**config.mk**
```make
export PLATFORM = sky130hd
export DESIGN_NAME = sram_arbiter_flat
export DESIGN_NICKNAME = d
export VERILOG_FILES = /design/src/rtl/sram_arbiter_if.sv /design/src/rtl/sram_arbiter.sv /design/src/flat_wrapper.sv
export SDC_FILE = /design/constraint.sdc
export NUM_CORES = 1
export LEC_CHECK = 0
export ABC_AREA = 0
export CAP_MARGIN = 25
export CELL_PAD_IN_SITES_DETAIL_PLACEMENT = 0
export CELL_PAD_IN_SITES_GLOBAL_PLACEMENT = 1
export CORE_MARGIN = 3
export CORE_UTILIZATION = 14
export CTS_CLUSTER_DIAMETER = 40
export DETAILED_ROUTE_END_ITERATION = 10
export PLACE_DENSITY = 0.86
export SKIP_LAST_GASP = 1
export SLEW_MARGIN = 0
export SYNTH_ARGS = -nofsm -noshare
export SYNTH_HDL_FRONTEND = slang
export SYNTH_SLANG_ARGS = --single-unit
```
**constraint.sdc**
```tcl
create_clock -name clk -period 2.2 [get_ports clk]
set_input_delay 0.33 -clock clk [delete_from_list [all_inputs] [get_ports clk]]
set_output_delay 0.33 -clock clk [all_outputs]
set_load 0.01 [all_outputs]
```
**src/rtl/sram_arbiter_if.sv**
```systemverilog
// Request/response bus between the two SRAM requesters, the arbiter and the
// single-ported SRAM controller. The arbiter takes the slave view; the
// requesters and controller model together take the master view.
interface sram_arbiter_if #(
    parameter int AW = 18,
    parameter int DW = 16
);
    logic              p0_valid;
    logic              p0_we;
    logic [AW-1:0]     p0_addr;
    logic [DW-1:0]     p0_wdata;
    logic [DW/8-1:0]   p0_wstrb;
    logic              p0_ready;
    logic              p0_rvalid;

    logic              p1_valid;
    logic              p1_we;
    logic [AW-1:0]     p1_addr;
    logic [DW-1:0]     p1_wdata;
    logic [DW/8-1:0]   p1_wstrb;
    logic              p1_ready;
    logic              p1_rvalid;

    logic [DW-1:0]     p_rdata;

    logic              mem_read;
    logic              mem_write;
    logic [AW-1:0]     mem_addr;
    logic [DW-1:0]     mem_wdata;
    logic [DW/8-1:0]   mem_wstrb;
    logic [DW-1:0]     mem_rdata;

    modport slave (
        input  p0_valid, p0_we, p0_addr, p0_wdata, p0_wstrb,
        output p0_ready, p0_rvalid,
        input  p1_valid, p1_we, p1_addr, p1_wdata, p1_wstrb,
        output p1_ready, p1_rvalid,
        output p_rdata,
        output mem_read, mem_write, mem_addr, mem_wdata, mem_wstrb,
        input  mem_rdata
    );

    modport master (
        output p0_valid, p0_we, p0_addr, p0_wdata, p0_wstrb,
        input  p0_ready, p0_rvalid,
        output p1_valid, p1_we, p1_addr, p1_wdata, p1_wstrb,
        input  p1_ready, p1_rvalid,
        input  p_rdata,
        input  mem_read, mem_write, mem_addr, mem_wdata, mem_wstrb,
        output mem_rdata
    );
endinterface

```
**src/rtl/sram_arbiter.sv**
```systemverilog
// Two-port arbiter in front of the single-ported SRAM controller.
// Port 0 (video fetch) has priority; port 1 (CPU) is forced through after
// STARVE_MAX consecutive stalled cycles. Requests are forwarded
// combinationally, read data returns one cycle after acceptance.
module sram_arbiter #(
    parameter int AW         = 18,
    parameter int DW         = 16,
    parameter int STARVE_MAX = 4
) (
    input  logic           clk,
    input  logic           reset,
    sram_arbiter_if.slave  bus
);
    localparam int CW = $clog2(STARVE_MAX + 1);
    localparam int SW = DW / 8;
    localparam logic [CW-1:0] CNT_MAX = CW'(STARVE_MAX);

    logic          grant_p0_s;
    logic          grant_p1_s;
    logic          sel_we_s;
    logic [AW-1:0] sel_addr_s;
    logic [DW-1:0] sel_wdata_s;
    logic [SW-1:0] sel_wstrb_s;

    logic          rd_pend_q, rd_pend_d;
    logic          rd_port_q, rd_port_d;
    logic [CW-1:0] starve_cnt_q, starve_cnt_d;

    // Pick at most one port: forced CPU grant when starved, else video first.
    always_comb begin
        grant_p0_s = 1'b0;
        grant_p1_s = 1'b0;
        if (reset) begin
            grant_p0_s = 1'b0;
            grant_p1_s = 1'b0;
        end else if ((starve_cnt_q == CNT_MAX) && bus.p1_valid) begin
            grant_p1_s = 1'b1;
        end else if (bus.p0_valid) begin
            grant_p0_s = 1'b1;
        end else if (bus.p1_valid) begin
            grant_p1_s = 1'b1;
        end else begin
            grant_p0_s = 1'b0;
            grant_p1_s = 1'b0;
        end
    end

    // Route the granted port's request fields; port 0 fields when idle are harmless.
    always_comb begin
        if (grant_p1_s) begin
            sel_we_s    = bus.p1_we;
            sel_addr_s  = bus.p1_addr;
            sel_wdata_s = bus.p1_wdata;
            sel_wstrb_s = bus.p1_wstrb;
        end else begin
            sel_we_s    = bus.p0_we;
            sel_addr_s  = bus.p0_addr;
            sel_wdata_s = bus.p0_wdata;
            sel_wstrb_s = bus.p0_wstrb;
        end
    end

    // Drive the controller bus; its byte mask is active-low, reads enable both lanes.
    always_comb begin
        bus.p0_ready  = grant_p0_s;
        bus.p1_ready  = grant_p1_s;
        bus.mem_addr  = sel_addr_s;
        bus.mem_wdata = sel_wdata_s;
        if (grant_p0_s || grant_p1_s) begin
            bus.mem_read  = ~sel_we_s;
            bus.mem_write = sel_we_s;
            if (sel_we_s) begin
                bus.mem_wstrb = ~sel_wstrb_s;
            end else begin
                bus.mem_wstrb = {SW{1'b0}};
            end
        end else begin
            bus.mem_read  = 1'b0;
            bus.mem_write = 1'b0;
            bus.mem_wstrb = {SW{1'b0}};
        end
    end

    // Next-state for read tracking and the CPU starvation counter.
    always_comb begin
        rd_pend_d    = 1'b0;
        rd_port_d    = grant_p1_s;
        starve_cnt_d = {CW{1'b0}};
        if (reset) begin
            rd_pend_d    = 1'b0;
            starve_cnt_d = {CW{1'b0}};
        end else begin
            rd_pend_d = (grant_p0_s || grant_p1_s) && !sel_we_s;
            if (bus.p1_valid && !grant_p1_s) begin
                if (starve_cnt_q == CNT_MAX) begin
                    starve_cnt_d = starve_cnt_q;
                end else begin
                    starve_cnt_d = starve_cnt_q + CW'(1);
                end
            end else begin
                starve_cnt_d = {CW{1'b0}};
            end
        end
    end

    // State registers with synchronous reset.
    always_ff @(posedge clk) begin
        if (reset) begin
            rd_pend_q    <= 1'b0;
            rd_port_q    <= 1'b0;
            starve_cnt_q <= {CW{1'b0}};
        end else begin
            rd_pend_q    <= rd_pend_d;
            rd_port_q    <= rd_port_d;
            starve_cnt_q <= starve_cnt_d;
        end
    end

    // Return read data to the owning port; a read in flight across reset is dropped.
    always_comb begin
        bus.p_rdata   = bus.mem_rdata;
        bus.p0_rvalid = rd_pend_q && !rd_port_q && !reset;
        bus.p1_rvalid = rd_pend_q &&  rd_port_q && !reset;
    end
endmodule
```
**src/flat_wrapper.sv**
```systemverilog
// flat-port wrapper written by rule: the top's interface ports become plain ports
module sram_arbiter_flat 
#(
    parameter int AW         = 18,
    parameter int DW         = 16,
    parameter int STARVE_MAX = 4
)
  (clk, reset, bus_p0_valid, bus_p0_we, bus_p0_addr, bus_p0_wdata, bus_p0_wstrb, bus_p0_ready, bus_p0_rvalid, bus_p1_valid, bus_p1_we, bus_p1_addr, bus_p1_wdata, bus_p1_wstrb, bus_p1_ready, bus_p1_rvalid, bus_p_rdata, bus_mem_read, bus_mem_write, bus_mem_addr, bus_mem_wdata, bus_mem_wstrb, bus_mem_rdata);
  sram_arbiter_if #(.AW(AW), .DW(DW)) bus_i ();
  input  logic clk;
  input  logic reset;
  input wire logic [$bits(bus_i.p0_valid)-1:0] bus_p0_valid;
  input wire logic [$bits(bus_i.p0_we)-1:0] bus_p0_we;
  input wire logic [$bits(bus_i.p0_addr)-1:0] bus_p0_addr;
  input wire logic [$bits(bus_i.p0_wdata)-1:0] bus_p0_wdata;
  input wire logic [$bits(bus_i.p0_wstrb)-1:0] bus_p0_wstrb;
  output wire logic [$bits(bus_i.p0_ready)-1:0] bus_p0_ready;
  output wire logic [$bits(bus_i.p0_rvalid)-1:0] bus_p0_rvalid;
  input wire logic [$bits(bus_i.p1_valid)-1:0] bus_p1_valid;
  input wire logic [$bits(bus_i.p1_we)-1:0] bus_p1_we;
  input wire logic [$bits(bus_i.p1_addr)-1:0] bus_p1_addr;
  input wire logic [$bits(bus_i.p1_wdata)-1:0] bus_p1_wdata;
  input wire logic [$bits(bus_i.p1_wstrb)-1:0] bus_p1_wstrb;
  output wire logic [$bits(bus_i.p1_ready)-1:0] bus_p1_ready;
  output wire logic [$bits(bus_i.p1_rvalid)-1:0] bus_p1_rvalid;
  output wire logic [$bits(bus_i.p_rdata)-1:0] bus_p_rdata;
  output wire logic [$bits(bus_i.mem_read)-1:0] bus_mem_read;
  output wire logic [$bits(bus_i.mem_write)-1:0] bus_mem_write;
  output wire logic [$bits(bus_i.mem_addr)-1:0] bus_mem_addr;
  output wire logic [$bits(bus_i.mem_wdata)-1:0] bus_mem_wdata;
  output wire logic [$bits(bus_i.mem_wstrb)-1:0] bus_mem_wstrb;
  input wire logic [$bits(bus_i.mem_rdata)-1:0] bus_mem_rdata;
  assign bus_i.p0_valid = bus_p0_valid;
  assign bus_i.p0_we = bus_p0_we;
  assign bus_i.p0_addr = bus_p0_addr;
  assign bus_i.p0_wdata = bus_p0_wdata;
  assign bus_i.p0_wstrb = bus_p0_wstrb;
  assign bus_p0_ready = bus_i.p0_ready;
  assign bus_p0_rvalid = bus_i.p0_rvalid;
  assign bus_i.p1_valid = bus_p1_valid;
  assign bus_i.p1_we = bus_p1_we;
  assign bus_i.p1_addr = bus_p1_addr;
  assign bus_i.p1_wdata = bus_p1_wdata;
  assign bus_i.p1_wstrb = bus_p1_wstrb;
  assign bus_p1_ready = bus_i.p1_ready;
  assign bus_p1_rvalid = bus_i.p1_rvalid;
  assign bus_p_rdata = bus_i.p_rdata;
  assign bus_mem_read = bus_i.mem_read;
  assign bus_mem_write = bus_i.mem_write;
  assign bus_mem_addr = bus_i.mem_addr;
  assign bus_mem_wdata = bus_i.mem_wdata;
  assign bus_mem_wstrb = bus_i.mem_wstrb;
  assign bus_i.mem_rdata = bus_mem_rdata;
  sram_arbiter #(.AW(AW), .DW(DW), .STARVE_MAX(STARVE_MAX)) u_core (.clk(clk), .reset(reset), .bus(bus_i));
endmodule
```
Word-level counts from Yosys, hierarchy flattened
Cells that the tools add are included.
{"block": "classes", "n_eq_ne": 1, "n_div": 0, "reduce_logical": 13, "n_bitwise": 3, "magnitude_cmp": 0, "add_sub_neg": 1, "n_mux": 15, "shift": 0, "multipliers": 0}
{"op": "2-to-1 mux 18 bit", "n": 1}
{"op": "2-to-1 mux 16 bit", "n": 1}
{"op": "2-to-1 mux 1 bit", "n": 10}
{"op": "logical AND 1 bit", "n": 7}
{"op": "2-to-1 mux 2 bit", "n": 3}
{"op": "zero test 1 bit", "n": 4}
{"op": "adder 3 x 1 -> 3 bit, second input constant", "n": 1}
{"op": "== test 3 bit, second input constant", "n": 1}
{"op": "NOT 1 bit", "n": 2}
{"op": "NOT 2 bit", "n": 1}
{"op": "OR reduction 2 bit", "n": 1}
{"op": "logical OR 1 bit", "n": 1}
{"block": "totals", "wordCells": 36, "latch_bits": 0, "out_inout_bits": 58, "mem_count": 0, "reg_bits": 5, "mem_bits_ro": 0, "ram_bits": 0}

Logic depth before layout (Yosys ltp)
Gate-level depths: netlist (run 1).
{"block": "depth", "depth_word": 8, "ltp_mapped": 7, "depth_no_buf": 5}

Worst setup path after synthesis (run 1)
OpenSTA, ideal clock, no wires.
{"block": "synth_timing", "path_type": "register to output", "start": "register u_core.starve_cnt_q[0]", "end": "output bus_mem_wdata[10]", "t_arrival_ns": 1.553, "slack_ns": 0.317, "stages_incl_launch_ff": 8, "n_path_buf": 2, "path_cell_list": "dfxtp_1 inv_1 ha_1 a21bo_1 and2_4 buf_12 buf_12 mux2_4"}
{"block": "synth_between", "elab_chain_len": 5}
{"item": "from (decl)", "line": "sram_arbiter.sv:27", "text": "logic [CW-1:0] starve_cnt_q, starve_cnt_d;"}
{"item": "from (signal assigned)", "line": "sram_arbiter.sv:111", "text": "starve_cnt_q <= {CW{1'b0}};"}
{"item": "from (signal assigned)", "line": "sram_arbiter.sv:115", "text": "starve_cnt_q <= starve_cnt_d;"}
{"item": "== test 3 bit", "line": "sram_arbiter.sv:36", "text": "end else if ((starve_cnt_q == CNT_MAX) && bus.p1_valid) begin"}
{"item": "logical AND 1 bit", "line": "sram_arbiter.sv:36"}
{"item": "2-to-1 mux 1 bit", "line": "sram_arbiter.sv:36"}
{"item": "2-to-1 mux 1 bit", "line": "sram_arbiter.sv:33", "text": "if (reset) begin"}
{"item": "named net bus_p1_ready", "line": "flat_wrapper.sv:24", "text": "output wire logic [$bits(bus_i.p1_ready)-1:0] bus_p1_ready;"}
{"item": "2-to-1 mux 16 bit", "line": "sram_arbiter.sv:50", "text": "if (grant_p1_s) begin"}
{"item": "to (decl)", "line": "flat_wrapper.sv:30", "text": "output wire logic [$bits(bus_i.mem_wdata)-1:0] bus_mem_wdata;"}
The timed path passes the listed nets, and every way through them passes these cells.

Worst setup path in the final report (run 1)
{"block": "layout_timing", "start": "input reset", "end": "output bus_mem_addr[3]"}
{"block": "layout_between", "elab_chain_len": 2}
{"item": "from (decl)", "line": "flat_wrapper.sv:11", "text": "input logic reset;"}
{"item": "2-to-1 mux 1 bit", "line": "sram_arbiter.sv:33"}
{"item": "2-to-1 mux 18 bit", "line": "sram_arbiter.sv:50"}
{"item": "to (decl)", "line": "flat_wrapper.sv:29", "text": "output wire logic [$bits(bus_i.mem_addr)-1:0] bus_mem_addr;"}
Every way passes these cells.

==> impl_table.tex, run 1 <==
\begin{tabular}{lr}
\hline
Metric & Value \\
\hline
\multicolumn{2}{l}{\textbf{Outcome}} \\
\quad Run status & complete, but fails checks \\
\quad Violated checks & setup timing \\
\multicolumn{2}{l}{\textbf{Finish}} \\
\quad Number of nets at the end of the flow & 310 \\
\quad Number of antenna repair diodes & 0 \\
\quad Most frequent cells in the layout & 79 x sky130\_fd\_sc\_hd\_\_clkdlybuf4s50\_1, 27 x sky130\_fd\_sc\_hd\_\_mux2\_4, 19 x sky130\_fd\_sc\_hd\_\_dlygate4sd2\_1 \\
\quad Share of post-route cells with drive strength above 1 & 0.366 \\
\quad Post-route non-filler standard cell count & 309 \\
\quad Most common cell after layout, fill and taps aside & sky130\_fd\_sc\_hd\_\_clkdlybuf4s50\_1 \\
\quad Final-layout fill cell count & approximately 750 \\
\quad Layout overhead on the synthesized area & 122\% \\
\multicolumn{2}{l}{\textbf{Critical path}} \\
\quad Critical path launch point type & input pin \\
\quad Worst setup EP type & primary output \\
\quad Max Fanout on Critical Path & 12 \\
\quad Worst-path cell chain & clkdlybuf4s50\_1 -> and2b\_1 -> and2\_4 -> buf\_12 -> mux2\_2 -> dlygate4sd2\_1 \\
\quad Number of buffers and inverters on the critical path & 3 \\
\quad Delay of the slowest cell on the worst path & just over 0.4 ns \\
\quad Slowest-stage cell, CP & sky130\_fd\_sc\_hd\_\_clkdlybuf4s50\_1 \\
\quad Arrival time of data at the critical path endpoint & 1.93 ns \\
\quad Delay-heaviest family, CP & buffers and inverters \\
\quad Required time reported for the critical path endpoint & 1.87 ns \\
\quad Worst setup path category & input pin to primary output \\
\multicolumn{2}{l}{\textbf{Synthesis}} \\
\quad Most area-consuming cells after synthesis & sky130\_fd\_sc\_hd\_\_mux2\_4 40\%, sky130\_fd\_sc\_hd\_\_buf\_4 12\%, sky130\_fd\_sc\_hd\_\_dfxtp\_1 9.9\%, sky130\_fd\_sc\_hd\_\_mux2\_2 8.9\%, sky130\_fd\_sc\_hd\_\_buf\_12 7.9\% \\
\quad Syn\_nets & 189 \\
\quad Yosys top cell by area & sky130\_fd\_sc\_hd\_\_mux2\_4 \\
\quad Synthesized cell area & $\sim$1000 sq um \\
\quad Number of unique standard cell types used by synthesis & 27 \\
\quad Fraction of the yosys area taken by sequential cells & 0.0985 \\
\quad Yosys Warn Count & 0 \\
\quad Post-synth top area share & 0.399 \\
\quad Post-Synthesis Mean Instance Area & 10.9 sq um \\
\quad Flops \& latches, synth & 5 \\
\quad Cell count after synthesis & just over 90 \\
\multicolumn{2}{l}{\textbf{Clock network}} \\
\quad Number of buffers created by CTS & 3 \\
\quad Clock Latency Late Sink & $\sim$0.23 ns \\
\quad CTS tree & done \\
\quad Buffer depth of the longest clock path & 2 \\
\quad Root buf cell & sky130\_fd\_sc\_hd\_\_clkbuf\_8 \\
\quad CTS sink cnt & 5 \\
\quad H-tree depth reported by CTS & 1 \\
\quad CTS clk-pin slew, worst paths & 0.03 ns \\
\multicolumn{2}{l}{\textbf{Die}} \\
\quad Vertical die dimension & just over 90 microns \\
\quad Number of standard-cell rows in the floorplan & 30 \\
\quad Total core area & 6910 sq um \\
\quad Ports & 152 \\
\quad Starting density of the core & 0.147 \\
\quad Area of the die & just over 8000 sq um \\
\quad Die width & 91.2 microns \\
\multicolumn{2}{l}{\textbf{Timing}} \\
\quad Worst clock skew on the final layout & between 0.002 and 0.0025 ns \\
\quad Worst-margin pin slew & 0.241 ns \\
\quad Unrepaired setup endpoints after global routing & yes \\
\quad Crit path setup slack, layout & -0.0626 ns \\
\quad Final critical path time including I/O delays and setup & 2.26 ns \\
\quad Smallest hold slack & 0.517 ns \\
\quad Post-route fraction of the period consumed by the critical path & 1.03 \\
\quad Total negative slack & -0.988 ns \\
\quad Worst relative slew slack & 0.839 \\
\quad Final number of max-transition violations & 0 \\
\quad Final hold vios & 0 \\
\quad Max Clock Freq & roughly 440 MHz \\
\quad Total of endpoints with negative setup slack in the final report & 28 \\
\multicolumn{2}{l}{\textbf{Drt}} \\
\quad Number of vias after detailed routing & 1116 \\
\quad Number of design-rule violations left by the first detailed-router iteration & 9 \\
\quad Total length of routed wires & 3.99 mm \\
\quad Via-per-instance ratio & 3.61 \\
\quad Detail-routed net length per standard cell & roughly 13 microns \\
\quad Residual DRC & 0 \\
\quad First drt pass iteration count & 4 \\
\quad Number of nets still failing antenna checks after routing & 0 \\
\multicolumn{2}{l}{\textbf{GRT}} \\
\quad Antenna violations before repair & 0 \\
\quad First-pass GRT wire length & 6.18 mm \\
\quad Via count of the first global-routing pass & 1163 \\
\quad Maximum number of pins on one net before global-route repair & 17 \\
\quad Combined global-route utilization of all metal layers & 0.0924 \\
\quad Global route overflow & 0 \\
\multicolumn{2}{l}{\textbf{Pwr}} \\
\quad Overall power & approximately 640 uW \\
\quad Worst IR Drop VDD & between 0.2 and 0.25 mV \\
\quad Leakage & approximately 0.0010 uW \\
\quad PD cells & 284 nW/um\^{}2 \\
\multicolumn{2}{l}{\textbf{Placed design}} \\
\quad Placed Cells & 301 \\
\quad Placement-stage worst setup slack & -0.307 ns \\
\quad Routability Congestion & 0.708 \\
\quad Post-DP HPWL & 3.45 mm \\
\quad IO buf count & 119 \\
\multicolumn{2}{l}{\textbf{Job}} \\
\quad Count of max-cap constraint violations & 0 \\
\multicolumn{2}{l}{\textbf{Min path}} \\
\quad Class of the tightest hold or removal check & flop to flop \\
\hline
\end{tabular}
## layer usage
layer,track usage,up-vias,routed length [microns],share of wire
met3,0.0298,3,392,0.098
met2,0.174,75,2050,0.51
met4,0.0264,0,42,0.011
met5,0,-,0,0
li1,-,548,-,-
met1,0.0975,490,1500,0.38
## Yosys cell counts
| master | count |
|---|---|
| sky130_fd_sc_hd__o21bai_1 | 1 |
| sky130_fd_sc_hd__dfxtp_1 | 5 |
| sky130_fd_sc_hd__ha_1 | 2 |
| sky130_fd_sc_hd__and2b_2 | 1 |
| sky130_fd_sc_hd__and2b_1 | 1 |
| sky130_fd_sc_hd__mux2i_1 | 2 |
| sky130_fd_sc_hd__buf_12 | 4 |
| sky130_fd_sc_hd__nor3_1 | 2 |
| sky130_fd_sc_hd__nor3b_1 | 1 |
| sky130_fd_sc_hd__mux2_4 | 27 |
| sky130_fd_sc_hd__mux2_2 | 8 |
| sky130_fd_sc_hd__and3b_1 | 1 |
| sky130_fd_sc_hd__o21ba_2 | 1 |
| sky130_fd_sc_hd__nor2_1 | 3 |
| sky130_fd_sc_hd__nand2_1 | 1 |
| sky130_fd_sc_hd__inv_1 | 5 |
| sky130_fd_sc_hd__a31oi_1 | 1 |
| sky130_fd_sc_hd__and2_2 | 1 |
| sky130_fd_sc_hd__nand2b_1 | 2 |
| sky130_fd_sc_hd__a21oi_1 | 1 |
| sky130_fd_sc_hd__buf_4 | 16 |
| sky130_fd_sc_hd__and3_1 | 1 |
| sky130_fd_sc_hd__and3_2 | 1 |
| sky130_fd_sc_hd__nand3_1 | 1 |
| sky130_fd_sc_hd__a21bo_1 | 1 |
| sky130_fd_sc_hd__or3_1 | 2 |
| sky130_fd_sc_hd__and2_4 | 1 |
## metrics by stage
stage                util  instance area, sq um
detailed placement  0.328                  2260
finish              0.326                  2250
floorplan               -                  1020
global placement    0.328                  2260
global route        0.326                  2250
CTS                 0.323                  2230
## area by class of cell
cell class | instances | area (sq um) | area share
inverter | 5 | 18.8 | 0.00833
tap | 96 | 120 | 0.0533
timing repair buffer | 136 | 1270 | 0.563
clock buffer | 4 | 45.0 | 0.0200
multi-input combinational | 63 | 699 | 0.311
sequential | 5 | 100 | 0.0444
## worst min-delay path, cell delays in order (launching register included)
cell and delay, ns:
sky130_fd_sc_hd__dfxtp_1 0.32, sky130_fd_sc_hd__buf_4 0.11, sky130_fd_sc_hd__nor2_1 0.03
## registers in the layout, summed over array words and instances, names as in the netlist
register / count
u_core.rd_port_q: 1
u_core.starve_cnt_q: 3
u_core.rd_pend_q: 1
## report_power, final
group	internal, uW	switching (uW)	total, uW
Clock	125	52.2	177
Combinational	258	108	366
Sequential	94.1	1.51	95.6
## cell families (layout without fill, tap and decap cells)
family	after synthesis	in the layout	synth area share
and+or+nand+nor	19	19	0.116
DFF	5	5	0.0985
buffers and inverters	25	145	0.216
AOI/OAI and AO/OA	5	5	0.0382
muxes	37	37	0.507
adders and majority gates	2	2	0.0246
## path summary, 6_finish.rpt
check / from / endpoint / slack [ns] / depth (start not counted)
min reg2reg: u_core.starve_cnt_q[0] / u_core.starve_cnt_q[0] / 0.52 / 2
max: reset / bus_mem_addr[3] / -0.06 / 6
min: u_core.starve_cnt_q[0] / u_core.starve_cnt_q[0] / 0.52 / 2
max reg2reg: u_core.starve_cnt_q[0] / u_core.rd_pend_q / 0.84 / 7
## timing repair
action,4_1_cts,5_1_grt
pin swaps,0,1
buffers inserted,0,4
setup endpoints to repair,39,29
gates resized for setup,78,12
hold buffers,0,0
Note: power is estimated with default switching activity, not from simulation.
==> run 2: changes to the inputs <==
--- a/config.mk
+++ b/config.mk
@@ -9,6 +9,7 @@
 export CAP_MARGIN = 25
 export CELL_PAD_IN_SITES_DETAIL_PLACEMENT = 0
 export CELL_PAD_IN_SITES_GLOBAL_PLACEMENT = 1
+export CORE_ASPECT_RATIO = 1.75
 export CORE_MARGIN = 3
 export CORE_UTILIZATION = 14
 export CTS_CLUSTER_DIAMETER = 40
==> run 2 against run 1 <==
Compared with the run above:
- critical path depth up 1
- cell area up 2.7%
- flip-flop and latch count unchanged
- clock power up 71%
- largest power group unchanged
- cell count down 2.9%
- critical endpoint is now bus_mem_addr[14]
- the run now ends clean
==> impl_table.tex, run 2 (synthesis gave the netlist of run 1 again) <==
\begin{tabular}{lr}
\hline
Metric & Value \\
\hline
\multicolumn{2}{l}{\textbf{Finish}} \\
\quad Layout overhead on the synthesized area & 128\% \\
\quad Most frequent cells in the layout & 77 x sky130\_fd\_sc\_hd\_\_clkdlybuf4s50\_1, 28 x sky130\_fd\_sc\_hd\_\_mux2\_4, 23 x sky130\_fd\_sc\_hd\_\_clkbuf\_2 \\
\quad Biggest regs & u\_core.starve\_cnt\_q x3, u\_core.rd\_pend\_q x1, u\_core.rd\_port\_q x1 \\
\quad Post-route non-filler standard cell count & 300 (-2.9\%) \\
\quad Final design area excluding fillers & 2310 sq um (+2.7\%) \\
\quad Number of nets at the end of the flow & 313 (+0.97\%) \\
\quad Most flops, register & u\_core.starve\_cnt\_q \\
\quad Largest register FFs & 3 (unchanged) \\
\quad Most common cell after layout, fill and taps aside & sky130\_fd\_sc\_hd\_\_clkdlybuf4s50\_1 \\
\quad Share of post-route cells with drive strength above 1 & 0.468 (+0.101) \\
\quad Final-layout fill cell count & 722 (-4.1\%) \\
\quad Number of antenna repair diodes & 0 (unchanged) \\
\multicolumn{2}{l}{\textbf{Placed design}} \\
\quad IO buf count & 119 (unchanged) \\
\quad Placed Cells & 290 (-3.7\%) \\
\quad Post-detailed-placement cell area & 2240 sq um (-0.88\%) \\
\quad Post-DP HPWL & 3.45 mm (about the same) \\
\quad Placement-stage worst setup slack & -0.366 ns (-0.0595 ns) \\
\quad Routability Congestion & 0.739 (+4.4\%) \\
\multicolumn{2}{l}{\textbf{Pwr}} \\
\quad Leakage & 0.00106 uW (+5.4\%) \\
\quad PD cells & 338 nW/um\^{}2 (+19\%) \\
\quad Overall power & 781 uW (+22\%) \\
\quad Worst IR Drop VDD & 0.341 mV (+44\%) \\
\multicolumn{2}{l}{\textbf{Clock network}} \\
\quad Number of buffers created by CTS & 3 (unchanged) \\
\quad CTS tree & done \\
\quad Buffer depth of the longest clock path & 2 (unchanged) \\
\quad Clock Latency Late Sink & 0.23 ns (about the same) \\
\quad Root buf cell & sky130\_fd\_sc\_hd\_\_clkbuf\_16 \\
\quad CTS clk-pin slew, worst paths & 0.03 ns (about the same) \\
\quad H-tree depth reported by CTS & 1 (unchanged) \\
\quad CTS sink cnt & 5 (unchanged) \\
\multicolumn{2}{l}{\textbf{Critical path}} \\
\quad Critical register-to-register path endpoint & u\_core.rd\_pend\_q \\
\quad Worst setup EP type & primary output \\
\quad Startpoint of the lowest-slack register-to-register path & u\_core.starve\_cnt\_q[1] \\
\quad Worst Setup EP & bus\_mem\_addr[14] \\
\quad Crit path launch & u\_core.starve\_cnt\_q[1] \\
\quad Critical path launch point type & flop \\
\quad Worst setup path category & flop to primary output \\
\quad Worst Reg-to-Reg Cells & 6 (-1) \\
\quad Max Fanout on Critical Path & 5 (-7) \\
\quad R2R setup slack & 0.83 ns (about the same) \\
\quad Arrival time of data at the critical path endpoint & 1.84 ns (-0.09 ns) \\
\quad Required time reported for the critical path endpoint & 1.87 ns (about the same) \\
\multicolumn{2}{l}{\textbf{Drt}} \\
\quad Residual DRC & 0 (unchanged) \\
\quad Number of vias after detailed routing & 1169 (+4.7\%) \\
\quad Via-per-instance ratio & 3.90 (+7.9\%) \\
\quad Number of nets still failing antenna checks after routing & 0 (unchanged) \\
\quad First drt pass iteration count & 3 (-1) \\
\quad Total length of routed wires & 4.23 mm (+6.0\%) \\
\quad Number of design-rule violations left by the first detailed-router iteration & 9 (unchanged) \\
\quad Detail-routed net length per standard cell & 14.1 microns (+9.2\%) \\
\multicolumn{2}{l}{\textbf{Die}} \\
\quad Starting density of the core & 0.146 (-0.00106) \\
\quad Die width & 70.4 microns (-23\%) \\
\quad Number of standard-cell rows in the floorplan & 40 (+33\%) \\
\quad Area of the die & 8360 sq um (+0.49\%) \\
\quad Total core area & 6960 sq um (+0.72\%) \\
\quad Ports & 152 (unchanged) \\
\quad Vertical die dimension & 119 microns (+30\%) \\
\multicolumn{2}{l}{\textbf{Outcome}} \\
\quad Run status & finished clean \\
\multicolumn{2}{l}{\textbf{Timing}} \\
\quad Final critical path time including I/O delays and setup & 2.17 ns (-0.0957 ns) \\
\quad Worst relative slew slack & 0.777 (-0.0625) \\
\quad Crit path setup slack, layout & 0.0331 ns (+0.0957 ns) \\
\quad Total negative slack & 0 ns (+0.988 ns) \\
\quad Final number of max-transition violations & 0 (unchanged) \\
\quad Unrepaired setup endpoints after global routing & yes \\
\quad Worst-margin pin slew & 0.334 ns (+0.0936 ns) \\
\quad Max Clock Freq & 461 MHz (+4.4\%) \\
\quad Post-route fraction of the period consumed by the critical path & 0.985 (-0.0435) \\
\quad Final hold vios & 0 (unchanged) \\
\quad Total of endpoints with negative setup slack in the final report & 0 (-100\%) \\
\quad Worst clock skew on the final layout & 0.000322 ns (-0.00192 ns) \\
\multicolumn{2}{l}{\textbf{GRT}} \\
\quad First-pass GRT wire length & 6.04 mm (-2.2\%) \\
\quad Global route overflow & 0 (unchanged) \\
\quad Maximum number of pins on one net before global-route repair & 14 (-3) \\
\quad Via count of the first global-routing pass & 1259 (+8.3\%) \\
\quad Antenna violations before repair & 0 (unchanged) \\
\quad Combined global-route utilization of all metal layers & 0.0921 (-0.000347) \\
\multicolumn{2}{l}{\textbf{Min path}} \\
\quad Class of the tightest hold or removal check & input pin to flop \\
\multicolumn{2}{l}{\textbf{Job}} \\
\quad Count of max-cap constraint violations & 0 (unchanged) \\
\hline
\end{tabular}
[run 2: cell count changes in the layout (fill, tap and decap cells not counted), sizes merged]
cell / change
and2: +1
buf: -4
clkbuf: +22
clkdlybuf4s15: -3
clkdlybuf4s50: -2
dlygate4sd2: -12
dlymetal6s2s: +1
[run 2: how the worst min path moves through the flow]
stage	from	endpoint	slack (ns)	depth (start not counted)
floorplan	u_core.starve_cnt_q[0]	u_core.starve_cnt_q[0]	0.42	1
global placement	u_core.starve_cnt_q[0]	u_core.starve_cnt_q[0]	0.50	2
detailed placement	u_core.starve_cnt_q[0]	u_core.starve_cnt_q[0]	0.51	2
CTS	u_core.starve_cnt_q[0]	u_core.starve_cnt_q[0]	0.51	2
global route	u_core.starve_cnt_q[0]	u_core.starve_cnt_q[0]	0.51	2
finish	bus_p1_valid	u_core.starve_cnt_q[2]	0.50	3
[run 2: area by class of cell]
type | instances | area, sq um | area share
clock buffers | 4 | 78.8 | 0.0341
inverters | 5 | 18.8 | 0.00811
multi-input cells | 64 | 733 | 0.317
flip-flops and latches | 5 | 103 | 0.0443
well taps | 84 | 105 | 0.0454
repair buffers | 138 | 1270 | 0.551
[run 2: through the flow]
stage / hold WS [ns] / utilization
after detailed placement: 0.509 / 0.322
after global routing: 0.512 / 0.333
after global placement: 0.496 / 0.322
final: 0.495 / 0.333
after floorplan: 0.417 / -
after CTS: 0.513 / 0.327
[run 2: what timing repair did]
action | CTS | global route
setup endpoints to repair | 39 | 36
setup buffers | 3 | 5
gates resized for setup | 66 | 71
hold buffers | 0 | 0
cloned | 1 | 2
pin swaps | 1 | 3
[run 2: metal layers]
metal	share of wire	global-route usage
met1	0.34	0.0961
met2	0.48	0.158
met3	0.17	0.0519
met4	0.0054	0.0216
met5	0	0
[run 2: critical path, stage by stage (launching register included)]
cell and delay, ns:
sky130_fd_sc_hd__dfxtp_2 0.32, sky130_fd_sc_hd__inv_2 0.04, sky130_fd_sc_hd__ha_4 0.15, sky130_fd_sc_hd__a21bo_4 0.20, sky130_fd_sc_hd__buf_4 0.13, sky130_fd_sc_hd__and2_4 0.18
sky130_fd_sc_hd__mux2_4 0.29, sky130_fd_sc_hd__dlygate4sd2_1 0.28
[run 2: report_power, final]
part           leakage (uW)  switching (uW)  internal [uW]
clock             0.0000382            62.4            240
sequential        0.0000417            1.45           94.3
combinational      0.000978             118            265
==> run 3: changes to the inputs <==
--- a/config.mk
+++ b/config.mk
@@ -9,12 +9,12 @@
 export CAP_MARGIN = 25
 export CELL_PAD_IN_SITES_DETAIL_PLACEMENT = 0
 export CELL_PAD_IN_SITES_GLOBAL_PLACEMENT = 1
-export CORE_ASPECT_RATIO = 1.75
 export CORE_MARGIN = 3
 export CORE_UTILIZATION = 14
 export CTS_CLUSTER_DIAMETER = 40
 export DETAILED_ROUTE_END_ITERATION = 10
 export PLACE_DENSITY = 0.86
+export REMOVE_ABC_BUFFERS = 1
 export SKIP_LAST_GASP = 1
 export SLEW_MARGIN = 0
 export SYNTH_ARGS = -nofsm -noshare
==> run 3 against run 2 <==
Compared with the run above:
- hold slack improved by 0.0069 ns
- total power fell by 15%
- clock power fell by 45%
- utilization rose by 0.98 points
- clock skew rose by 0.00076 ns
- non-clock buffer count rose by 2
- global-route usage rose by 1.7 points
- combinational power rose by 4%
- largest cell class unchanged
- critical path depth rose by 1
- cell count rose by 4.3%
- clock-buffer cell count did not move
==> impl_table.tex, run 3 (synthesis gave the netlist of run 1 again) <==
\begin{tabular}{lr}
\hline
Metric & Value \\
\hline
\multicolumn{2}{l}{\textbf{GRT}} \\
\quad Combined global-route utilization of all metal layers & 0.109 (+0.0172) \\
\quad Via count of the first global-routing pass & 1245 (-1.1\%) \\
\quad Antenna violations before repair & 0 (unchanged) \\
\quad Global route overflow & 0 (unchanged) \\
\quad First-pass GRT wire length & 6.98 mm (+16\%) \\
\quad Maximum number of pins on one net before global-route repair & 10 (-4) \\
\multicolumn{2}{l}{\textbf{Critical path}} \\
\quad Max Fanout on Critical Path & 7 (+2) \\
\quad Slowest-stage cell, CP & sky130\_fd\_sc\_hd\_\_dfxtp\_2 \\
\quad Worst-path cell chain & inv\_2 -> ha\_4 -> a21bo\_1 -> and2\_4 -> buf\_12 -> buf\_12 -> mux2\_4 -> buf\_2 \\
\quad Worst setup EP type & primary output \\
\quad Worst setup path category & flop to primary output \\
\quad Crit path launch & u\_core.starve\_cnt\_q[1] \\
\quad Delay of the slowest cell on the worst path & 0.32 ns (about the same) \\
\quad Critical path launch point type & flop \\
\quad Worst Reg-to-Reg Cells & 8 (+2) \\
\quad Arrival time of data at the critical path endpoint & 1.82 ns (-0.02 ns) \\
\quad Required time reported for the critical path endpoint & 1.87 ns (about the same) \\
\quad R2R setup slack & 0.80 ns (-0.03 ns) \\
\quad Most frequent cell on the critical path & sky130\_fd\_sc\_hd\_\_buf\_12 \\
\quad Critical register-to-register path endpoint & u\_core.rd\_pend\_q \\
\quad Startpoint of the lowest-slack register-to-register path & u\_core.starve\_cnt\_q[1] \\
\multicolumn{2}{l}{\textbf{Timing}} \\
\quad Max Clock Freq & 464 MHz (+0.58\%) \\
\quad Post-route fraction of the period consumed by the critical path & 0.979 (-0.00565) \\
\quad Crit path setup slack, layout & 0.0455 ns (+0.0124 ns) \\
\quad Worst clock skew on the final layout & 0.00108 ns (+0.000757 ns) \\
\quad Final number of max-transition violations & 0 (unchanged) \\
\quad Worst-margin pin slew & 0.308 ns (-0.0262 ns) \\
\quad Final critical path time including I/O delays and setup & 2.15 ns (-0.0124 ns) \\
\quad Unrepaired setup endpoints after global routing & yes \\
\quad Total of endpoints with negative setup slack in the final report & 0 (unchanged) \\
\quad Final hold vios & 0 (unchanged) \\
\quad Worst relative slew slack & 0.794 (+0.0175) \\
\multicolumn{2}{l}{\textbf{Drt}} \\
\quad Number of design-rule violations left by the first detailed-router iteration & 5 (-4) \\
\quad Number of nets still failing antenna checks after routing & 0 (unchanged) \\
\quad Total length of routed wires & 4.82 mm (+14\%) \\
\quad Number of vias after detailed routing & 1191 (+1.9\%) \\
\quad Detail-routed net length per standard cell & 15.4 microns (+9.3\%) \\
\quad Via-per-instance ratio & 3.81 (-2.3\%) \\
\quad First drt pass iteration count & 2 (-1) \\
\quad Residual DRC & 0 (unchanged) \\
\multicolumn{2}{l}{\textbf{Finish}} \\
\quad Number of nets at the end of the flow & 314 (+0.32\%) \\
\quad Most common cell after layout, fill and taps aside & sky130\_fd\_sc\_hd\_\_clkdlybuf4s50\_1 \\
\quad Final design area excluding fillers & 2360 sq um (+2.2\%) \\
\quad Largest register FFs & 3 (unchanged) \\
\quad Number of antenna repair diodes & 0 (unchanged) \\
\quad Biggest regs & u\_core.starve\_cnt\_q x3, u\_core.rd\_pend\_q x1, u\_core.rd\_port\_q x1 \\
\quad Most flops, register & u\_core.starve\_cnt\_q \\
\quad Layout overhead on the synthesized area & 133\% \\
\quad Final-layout fill cell count & 723 (+0.14\%) \\
\quad Most frequent cells in the layout & 77 x sky130\_fd\_sc\_hd\_\_clkdlybuf4s50\_1, 27 x sky130\_fd\_sc\_hd\_\_mux2\_4, 16 x sky130\_fd\_sc\_hd\_\_buf\_2 \\
\quad Share of post-route cells with drive strength above 1 & 0.465 (-0.00215) \\
\quad Layout Utilization & 0.342 (+0.00984) \\
\multicolumn{2}{l}{\textbf{Clock network}} \\
\quad Root buf cell & sky130\_fd\_sc\_hd\_\_clkbuf\_8 \\
\quad CTS clk-pin slew, worst paths & 0.03 ns (about the same) \\
\quad H-tree depth reported by CTS & 1 (unchanged) \\
\quad Number of buffers created by CTS & 3 (unchanged) \\
\quad Clock Latency Late Sink & 0.22 ns (about the same) \\
\quad CTS sink cnt & 5 (unchanged) \\
\quad CTS tree & done \\
\quad Buffer depth of the longest clock path & 2 (unchanged) \\
\multicolumn{2}{l}{\textbf{Die}} \\
\quad Number of standard-cell rows in the floorplan & 30 (-25\%) \\
\quad Total core area & 6910 sq um (-0.72\%) \\
\quad Starting density of the core & 0.147 (+0.00106) \\
\quad Vertical die dimension & 91.2 microns (-23\%) \\
\quad Ports & 152 (unchanged) \\
\quad Area of the die & 8310 sq um (-0.48\%) \\
\quad Die width & 91.2 microns (+30\%) \\
\multicolumn{2}{l}{\textbf{Placed design}} \\
\quad Placement-stage worst setup slack & -0.355 ns (+0.0116 ns) \\
\quad Routability Congestion & 0.694 (-6.1\%) \\
\quad Post-DP HPWL & 4.05 mm (+17\%) \\
\quad IO buf count & 119 (unchanged) \\
\quad Post-detailed-placement cell area & 2260 sq um (+0.67\%) \\
\multicolumn{2}{l}{\textbf{Job}} \\
\quad Count of max-cap constraint violations & 0 (unchanged) \\
\multicolumn{2}{l}{\textbf{Min path}} \\
\quad Class of the tightest hold or removal check & flop to flop \\
\quad Worst Hold Path Cells & 2 (-1) \\
\quad Hold EP & u\_core.starve\_cnt\_q[0] \\
\quad Hold Startpoint & u\_core.starve\_cnt\_q[0] \\
\multicolumn{2}{l}{\textbf{Pwr}} \\
\quad PD cells & 279 nW/um\^{}2 (-17\%) \\
\quad Leakage & 0.00107 uW (+0.76\%) \\
\quad Worst IR Drop VDD & 0.281 mV (-18\%) \\
\multicolumn{2}{l}{\textbf{Outcome}} \\
\quad Run status & finished clean \\
\hline
\end{tabular}
==> run 3: changes by cell type in the layout (fill, tap and decap cells not counted), moves of 2 or more <==
cell and change:
sky130_fd_sc_hd__clkbuf_2 -18, sky130_fd_sc_hd__buf_2 +14, sky130_fd_sc_hd__buf_6 +6, sky130_fd_sc_hd__clkbuf_16 -4, sky130_fd_sc_hd__buf_16 +3, sky130_fd_sc_hd__clkbuf_8 +3, sky130_fd_sc_hd__clkdlybuf4s15_1 -2
==> run 3: worst max-delay path by stage <==
stage | depth (start not counted) | endpoint
6_report | 8 | bus_mem_wdata[1]
5_1_grt | 8 | bus_mem_addr[12]
4_1_cts | 8 | bus_mem_wdata[0]
3_5_place_dp | 6 | bus_mem_wdata[0]
3_3_place_gp | 6 | bus_mem_wdata[0]
2_1_floorplan | 5 | bus_mem_addr[0]
==> run 3: power breakdown <==
group	internal [uW]	switching [uW]	total, uW	leakage (uW)
clock	124	43.4	168	0.0000228
sequential	94.4	1.78	96.2	0.0000417
combinational	279	117	397	0.00100
total	498	163	661	0.00107
==> run 3: metal layers <==
metal  vias to the layer above  routed length, microns  track usage
li1                        557                       -            -
met1                       538                    1510        0.102
met2                        90                    2420        0.189
met3                         4                     815       0.0837
met4                         2                      12       0.0113
met5                         -                      69       0.0641
==> run 3: through the flow <==
step / setup TNS [ns] / std cells / total power [uW] / hold WS (ns)
after CTS: -0.563 / 312 / 674 / 0.493
after global routing: -0.313 / 313 / 699 / 0.529
after floorplan: 0 / 73 / 227 / 0.417
final: 0 / 313 / 661 / 0.502
after detailed placement: -12.00 / 302 / 501 / 0.507
after global placement: -11.40 / 302 / 497 / 0.492
==> run 3: what timing repair did <==
action	in CTS	in global routing
gates cloned	3	1
setup buffers	3	0
pin swaps	3	3
endpoints found under the setup margin	39	22
hold buffers	0	0
resized for setup	138	17
==> run 3: cell type report <==
type                    count  area (sq um)  area share
clock buffers               4          45.0      0.0190
inverters                   5          18.8     0.00794
multi-input cells          63           709       0.300
flip-flops and latches      5           103      0.0434
well taps                  96           120      0.0508
repair buffers            140          1370       0.579
==> run 3: critical path: cells and delay by family (launching register included) <==
kind / cells / cell delay, ns
buffers and inverters: 4 / 0.46
adders and majority gates: 1 / 0.15
muxes: 1 / 0.29
AOI/OAI and AO/OA: 1 / 0.19
and+or+nand+nor: 1 / 0.18
DFF: 1 / 0.32
